`src/rtl/exe_hazard_unit.sv`:
```
// EXE-stage hazard controller: branch flush, integer/FP load-use stalls and
// multi-cycle FP occupancy of EXE, plus a saturating stall-cycle counter.
module exe_hazard_unit #(
    parameter int FP_SINGLE_LAT = 2,
    parameter int FP_DOUBLE_LAT = 4
) (
    input  logic        clk,
    input  logic        rst_n,
    input  logic        ID_EXE_MemRead,
    input  logic        ID_EXE_RegWrite,
    input  logic        ID_EXE_FPLoadStore,
    input  logic        ID_EXE_floatop,
    input  logic        ID_EXE_double,
    input  logic [4:0]  ID_EXE_RtReg,
    input  logic [4:0]  ID_EXE_Ft,
    input  logic [4:0]  IF_ID_Rs,
    input  logic [4:0]  IF_ID_Rt,
    input  logic [4:0]  IF_ID_Fs,
    input  logic [4:0]  IF_ID_Ft,
    input  logic        BranchTaken,
    output logic        PCWrite,
    output logic        IF_ID_Write,
    output logic        IF_ID_Flush,
    output logic        ID_EXE_Hold,
    output logic        ID_EXE_Bubble,
    output logic        FPBusy,
    output logic [15:0] StallCount
);

    typedef enum logic {S_IDLE, S_FP_BUSY} state_t;

    // Counter preload is LAT-2: the start cycle and the release cycle are
    // both outside the counted window.
    localparam logic [3:0] LAT_SINGLE_M2 = 4'(FP_SINGLE_LAT - 2);
    localparam logic [3:0] LAT_DOUBLE_M2 = 4'(FP_DOUBLE_LAT - 2);

    state_t      r_state;
    state_t      w_state_nxt;
    logic [3:0]  r_cnt;
    logic [3:0]  w_cnt_nxt;
    logic [15:0] r_stall_cnt;

    logic w_int_lu;
    logic w_fp_lu;
    logic w_load_use;
    logic w_pc_wr;
    logic w_ifid_wr;
    logic w_ifid_flush;
    logic w_hold;
    logic w_bubble;
    logic w_fp_busy;

    assign w_int_lu = ID_EXE_MemRead && ID_EXE_RegWrite && !ID_EXE_FPLoadStore &&
                      (ID_EXE_RtReg != 5'd0) &&
                      ((ID_EXE_RtReg == IF_ID_Rs) || (ID_EXE_RtReg == IF_ID_Rt));
    // FP register 0 is a real register, so no zero exclusion here.
    assign w_fp_lu  = ID_EXE_MemRead && ID_EXE_FPLoadStore &&
                      ((ID_EXE_Ft == IF_ID_Fs) || (ID_EXE_Ft == IF_ID_Ft));
    assign w_load_use = w_int_lu || w_fp_lu;

    always_comb begin
        w_state_nxt  = r_state;
        w_cnt_nxt    = r_cnt;
        w_pc_wr      = 1'b1;
        w_ifid_wr    = 1'b1;
        w_ifid_flush = 1'b0;
        w_hold       = 1'b0;
        w_bubble     = 1'b0;
        w_fp_busy    = 1'b0;
        case (r_state)
            S_IDLE: begin
                if (BranchTaken) begin
                    w_ifid_flush = 1'b1;
                    w_bubble     = 1'b1;
                end else if (ID_EXE_floatop) begin
                    w_pc_wr     = 1'b0;
                    w_ifid_wr   = 1'b0;
                    w_hold      = 1'b1;
                    w_fp_busy   = 1'b1;
                    w_state_nxt = S_FP_BUSY;
                    w_cnt_nxt   = ID_EXE_double ? LAT_DOUBLE_M2 : LAT_SINGLE_M2;
                end else if (w_load_use) begin
                    w_pc_wr   = 1'b0;
                    w_ifid_wr = 1'b0;
                    w_bubble  = 1'b1;
                end
            end
            S_FP_BUSY: begin
                w_fp_busy = 1'b1;
                if (r_cnt != 4'd0) begin
                    w_pc_wr   = 1'b0;
                    w_ifid_wr = 1'b0;
                    w_hold    = 1'b1;
                    w_cnt_nxt = r_cnt - 4'd1;
                end else begin
                    // Release cycle: the op leaves EXE, so its floatop must not retrigger.
                    w_state_nxt = S_IDLE;
                end
            end
            default: begin
                w_state_nxt = S_IDLE;
                w_cnt_nxt   = 4'd0;
            end
        endcase
    end

    // Reset forces the default handshake immediately, independent of the clock.
    assign PCWrite       = w_pc_wr   || !rst_n;
    assign IF_ID_Write   = w_ifid_wr || !rst_n;
    assign IF_ID_Flush   = w_ifid_flush && rst_n;
    assign ID_EXE_Hold   = w_hold       && rst_n;
    assign ID_EXE_Bubble = w_bubble     && rst_n;
    assign FPBusy        = w_fp_busy    && rst_n;
    assign StallCount    = r_stall_cnt;

    always_ff @(posedge clk or negedge rst_n) begin
        if (!rst_n) begin
            r_state <= S_IDLE;
            r_cnt   <= 4'd0;
        end else begin
            r_state <= w_state_nxt;
            r_cnt   <= w_cnt_nxt;
        end
    end

    always_ff @(posedge clk or negedge rst_n) begin
        if (!rst_n) begin
            r_stall_cnt <= 16'd0;
        end else if (!w_pc_wr && (r_stall_cnt != 16'hFFFF)) begin
            r_stall_cnt <= r_stall_cnt + 16'd1;
        end
    end

endmodule

```
`config.mk`:
```
export PLATFORM = sky130hd
export DESIGN_NAME = exe_hazard_unit
export DESIGN_NICKNAME = d
export VERILOG_FILES = /design/src/rtl/exe_hazard_unit.sv
export SDC_FILE = /design/constraint.sdc
export NUM_CORES = 1
export LEC_CHECK = 0
export ABC_AREA = 1
export CAP_MARGIN = 20
export CORE_ASPECT_RATIO = 1.25
export CORE_UTILIZATION = 47
export CTS_BUF_LIST = sky130_fd_sc_hd__clkbuf_4 sky130_fd_sc_hd__clkbuf_8
export CTS_CLUSTER_DIAMETER = 60
export DETAILED_ROUTE_END_ITERATION = 10
export PLACE_DENSITY = 0.9
export SYNTH_ARGS = -nofsm -noshare
export SYNTH_HDL_FRONTEND = slang
export SYNTH_SLANG_ARGS = --single-unit
```
`constraint.sdc`:
```
create_clock -name clk -period 1.9 [get_ports clk]
set_clock_uncertainty 0.05 [all_clocks]
set_input_delay 0.19 -clock clk [delete_from_list [all_inputs] [get_ports clk]]
set_output_delay 0.19 -clock clk [all_outputs]
set_load 0.01 [all_outputs]
```
Word-level counts from Yosys, hierarchy flattened
Cells that the tools add are included.

Input port bits: 38. Output and inout bits: 22. Word-level logic and storage cells: 56. Flip-flop bits (word level): 21.

Multiplexer cells: 21. Add/subtract/negate cells: 2. Equal/unequal tests: 8. Bitwise operators: 1. Reductions and logical operators: 21.

Operators by type and width (count): == test 5 bit (4); adder 16 x 1 -> 16 bit, second input constant (1); != test 16 bit, second input constant (1); two-way mux 1 bit (13); two-way mux 4 bit (3); logical AND 1 bit (11); one-hot mux 4 bit (2 select lines) (1); one-hot mux 1 bit (2 select lines) (3); nonzero test 5 bit (1); logical OR 1 bit (4); != test 2 bit, second input constant (2); nonzero test 4 bit (1); subtractor 4 x 1 -> 4 bit, second input constant (1); logical NOT 1 bit (3); AND reduction 3 bit (1); two-way mux 2 bit (1); != test 2 x 1 -> 1 bit, second input constant (1); inverter 1 bit (1).

Longest topological paths before layout
Word-level depth: 11. Depth in mapped cells: 12. Depth with buffers taken out: 11.

Worst setup path after synthesis
No wires, ideal clock.

Kind: register to output. Start: reg r_cnt[0]. End: out PCWrite. Cell stages (with the launch flop): 9. Setup slack: 0.013 ns. Data arrival time: 1.647 ns. Cells stage by stage: dfrtp_1 > inv_1 > ha_1 > a31oi_1 > inv_1 > o21ai_2 > buf_2 > nand3_1 > buf_4.

Word-level cells in the longest chain between the ends: 4.

Ends and longest elaborated chain: start: declaration (line 39) `logic [3:0] r_cnt;`; start signal: assignment (line 122) `r_cnt <= w_cnt_nxt;`; nonzero test 4 bit (line 90) `if (r_cnt != 4'd0) begin`; two-way mux 1 bit; one-hot mux 1 bit (2 select lines); logical OR 1 bit; end: declaration (line 21) `output logic PCWrite,`.

Every way passes these cells.

Worst setup path in the final report
Start: in ID_EXE_floatop. End: out FPBusy.

Word-level cells in the longest chain between the ends: 4.

Ends and longest elaborated chain: start: declaration (line 12) `input logic ID_EXE_floatop,`; two-way mux 1 bit (line 75) `end else if (ID_EXE_floatop) begin`; two-way mux 1 bit (line 72) `if (BranchTaken) begin`; one-hot mux 1 bit (2 select lines) (line 70) `case (r_state)`; logical AND 1 bit (line 113) `assign FPBusy = w_fp_busy && rst_n;`; end: declaration (line 26) `output logic FPBusy,`.

Every way passes these cells.

==> results.toml <==
[routing]
wl_per_cell_um = 11.7
ant_nets = 0
vias = 1984
first_iter_violations = 98
drt_wl_total_um = 4410
drc = 0
routed_via_density = 5.25
drtPass1Iterations = 5

[clocking]
cts_tree = "yes"
numCtsBuffers = 3
clock-root-buffer = "clkbuf_8"
insertion_delay_ns = 0.26
cts.sinks = 21
cts_buffer_depth = 2
clkSlewWorstSetupHoldPaths_ns = 0.07
htree_levels = 1

[synth]
synth_nets = 306
ys_top_cells_by_area = "dfrtp_1 30%, nand2_1 20%, inv_1 8.4%"
synth-edff-count = 0
seq_area_frac_synth_pct = 30.1
ys_types = 28
syn_avg_cell_area_um2 = 6.56
synth_common_cells = "92 x nand2_1, 39 x inv_1, 26 x nor2_1, 21 x dfrtp_1, 17 x nand4_1"
yosys_warnings = 0
syn_inst = 266
synth.largest_area_cell = "dfrtp_1"
asyncSetResetFlopFracSynth_pct = 100
ys_ff_latch = 21
synth_ff_type = "dfrtp_1"
syn_area_mm2 = 0.00174
synth_top_area_share_pct = 30.1
synth_most_common_cell = "nand2_1"

[placed_design]
numPortBuffers = 59
routabilityCongestion = 0.894
dp_hpwl_um = 3310

[timing]
max_slew_margin_pct = 73.6
tns_ns = 0
fin_crit_sh_pct = 94.6
slew_viol_final = 0
setup_violations = 0
final_hold_viol_count = 0
fmax_ghz = 0.557
rsz0062_at_grt = "no"
max_slew.worst_pin.slew_ns = 0.393
finalHoldWorstSlack_ns = 0.197
timing.final.crit_period_ns = 1.80

[finish]
drive_above_1_share_pct = 12.1
n_antenna_cell = 0
nets = 380
syn2layout_area_growth_pct = 45.8

[critical_path]
cp-start-kind = "input pin"
critPathKind = "in -> out"
critPathMaxFanout = 3
critPathArrivalTime_ns = 1.56
required_ns = 1.66
endpoint_kind = "output port"

[run]
cap_violations = 0

[floorplanning]
coreArea_mm2 = 0.00351
dieArea_mm2 = 0.00396
start_util_pct = 49.6
die_height_um = 70.1
rows = 24
ios = 60
die_w_um = 56.5

[power]
power-per-cell-area_mw_per_mm2 = 872
p_leak_nw = 1.35
irDropWorstVdd_v = 0.000594

[global_routing]
gr-total-overflow = 0
track_usage_pct = 23.4
grt_max_degree = 19
grt_pass1_vias = 1838
antenna_found_initial = 0
grt_pass1_wl_um = 7430

[status]
status = "complete, no violations"

[min_path]
hp-class = "in -> async"
## sequential cells by signal, summed over array words and instances (netlist names)
name and count:
r_cnt 4, StallCount 16, r_state 1
## final cells by class
class / instances / area (um^2)
repair buffers: 74 / 699
flip-flops and latches: 21 / 526
multi-input cells: 198 / 1060
inverters: 42 / 158
fillers: 263 / 971
well taps: 39 / 48.8
clock buffers: 4 / 48.8
## worst max-delay path: stages
cell and delay (ns):
clkdlybuf4s50_1 0.50, nand2_1 0.08, buf_4 0.14, a21oi_1 0.11, clkdlybuf4s50_1 0.55
## worst paths after layout
kind / start / depth (start not counted) / slack [ns] / end
setup / recovery: ID_EXE_floatop / 5 / 0.10 / FPBusy
hold / removal: rst_n / 2 / 0.20 / r_cnt[3]$_DFFE_PN0P_
setup reg to reg: StallCount[0]$_DFFE_PN0P_ / 11 / 0.17 / StallCount[3]$_DFFE_PN0P_
hold reg to reg: StallCount[15]$_DFFE_PN0P_ / 2 / 0.46 / StallCount[15]$_DFFE_PN0P_
max in group asynchronous: rst_n / 3 / 1.29 / StallCount[3]$_DFFE_PN0P_
min in group clk: StallCount[15]$_DFFE_PN0P_ / 2 / 0.46 / StallCount[15]$_DFFE_PN0P_
## metal layers
metal | global-route usage [%] | part of all wire [%]
met1 | 25.4 | 37
met2 | 43.3 | 52
met3 | 3.89 | 8.5
met4 | 10.3 | 2.2
met5 | 0 | 0
## cells by family (layout without fill, tap and decap cells)
family | after synthesis | count (layout) | synth area share [%]
simple gates | 164 | 165 | 43.1
buf+inv | 48 | 120 | 11.4
flops | 21 | 21 | 30.1
xor+xnor | 20 | 20 | 10.0
compound gates | 11 | 11 | 3.87
fa+ha+maj | 2 | 2 | 1.43
## report_power, final
part           switching, W  internal [W]  total, W  leakage (nW)
clock network      0.000148      0.000164  0.000312        0.0262
registers         0.0000984      0.000550  0.000648         0.278
logic              0.000696      0.000560   0.00126          1.05
total              0.000943       0.00127   0.00222          1.35
## repair_timing
action,4_1_cts,5_1_grt
endpoints found under the setup margin,6,19
pin swaps,1,2
resized for setup,12,13
buffers inserted,0,0
hold buffers,0,0
gates cloned,0,1
## through the flow
stage | instance area, um^2 | power (W) | instances | setup WS, ns | utilization [%]
4_1_cts | 2520 | 0.00214 | 377 | -0.00242 | 71.6
2_1_floorplan | 1740 | 0.00133 | 266 | 0.0126 | -
3_3_place_gp | 2450 | 0.00177 | 373 | -0.242 | 69.9
3_5_place_dp | 2450 | 0.00180 | 373 | -0.286 | 69.9
5_1_grt | 2540 | 0.00239 | 378 | 0.00946 | 72.4
6_report | 2540 | 0.00222 | 378 | 0.103 | 72.4
## placed cells by master, fill, tap and decap left out, types with 2 or more instances in the layout
cell type        count
a21oi_1              2
buf_2                2
buf_4               13
buf_6                2
clkbuf_8             3
clkdlybuf4s50_1     50
dfrtp_1             21
dlygate4sd2_1        3
dlymetal6s2s_1       3
inv_1               39
inv_2                3
nand2_1             92
nand2_4              2
nand3_1             13
nand3_2              3
nand3_4              2
nand4_1             17
nor2_1              25
nor2_2               2
nor3_1               6
o21ai_0              4
xnor2_1             10
xor2_1              10
No activity file was read; power rests on OpenSTA's default activity.
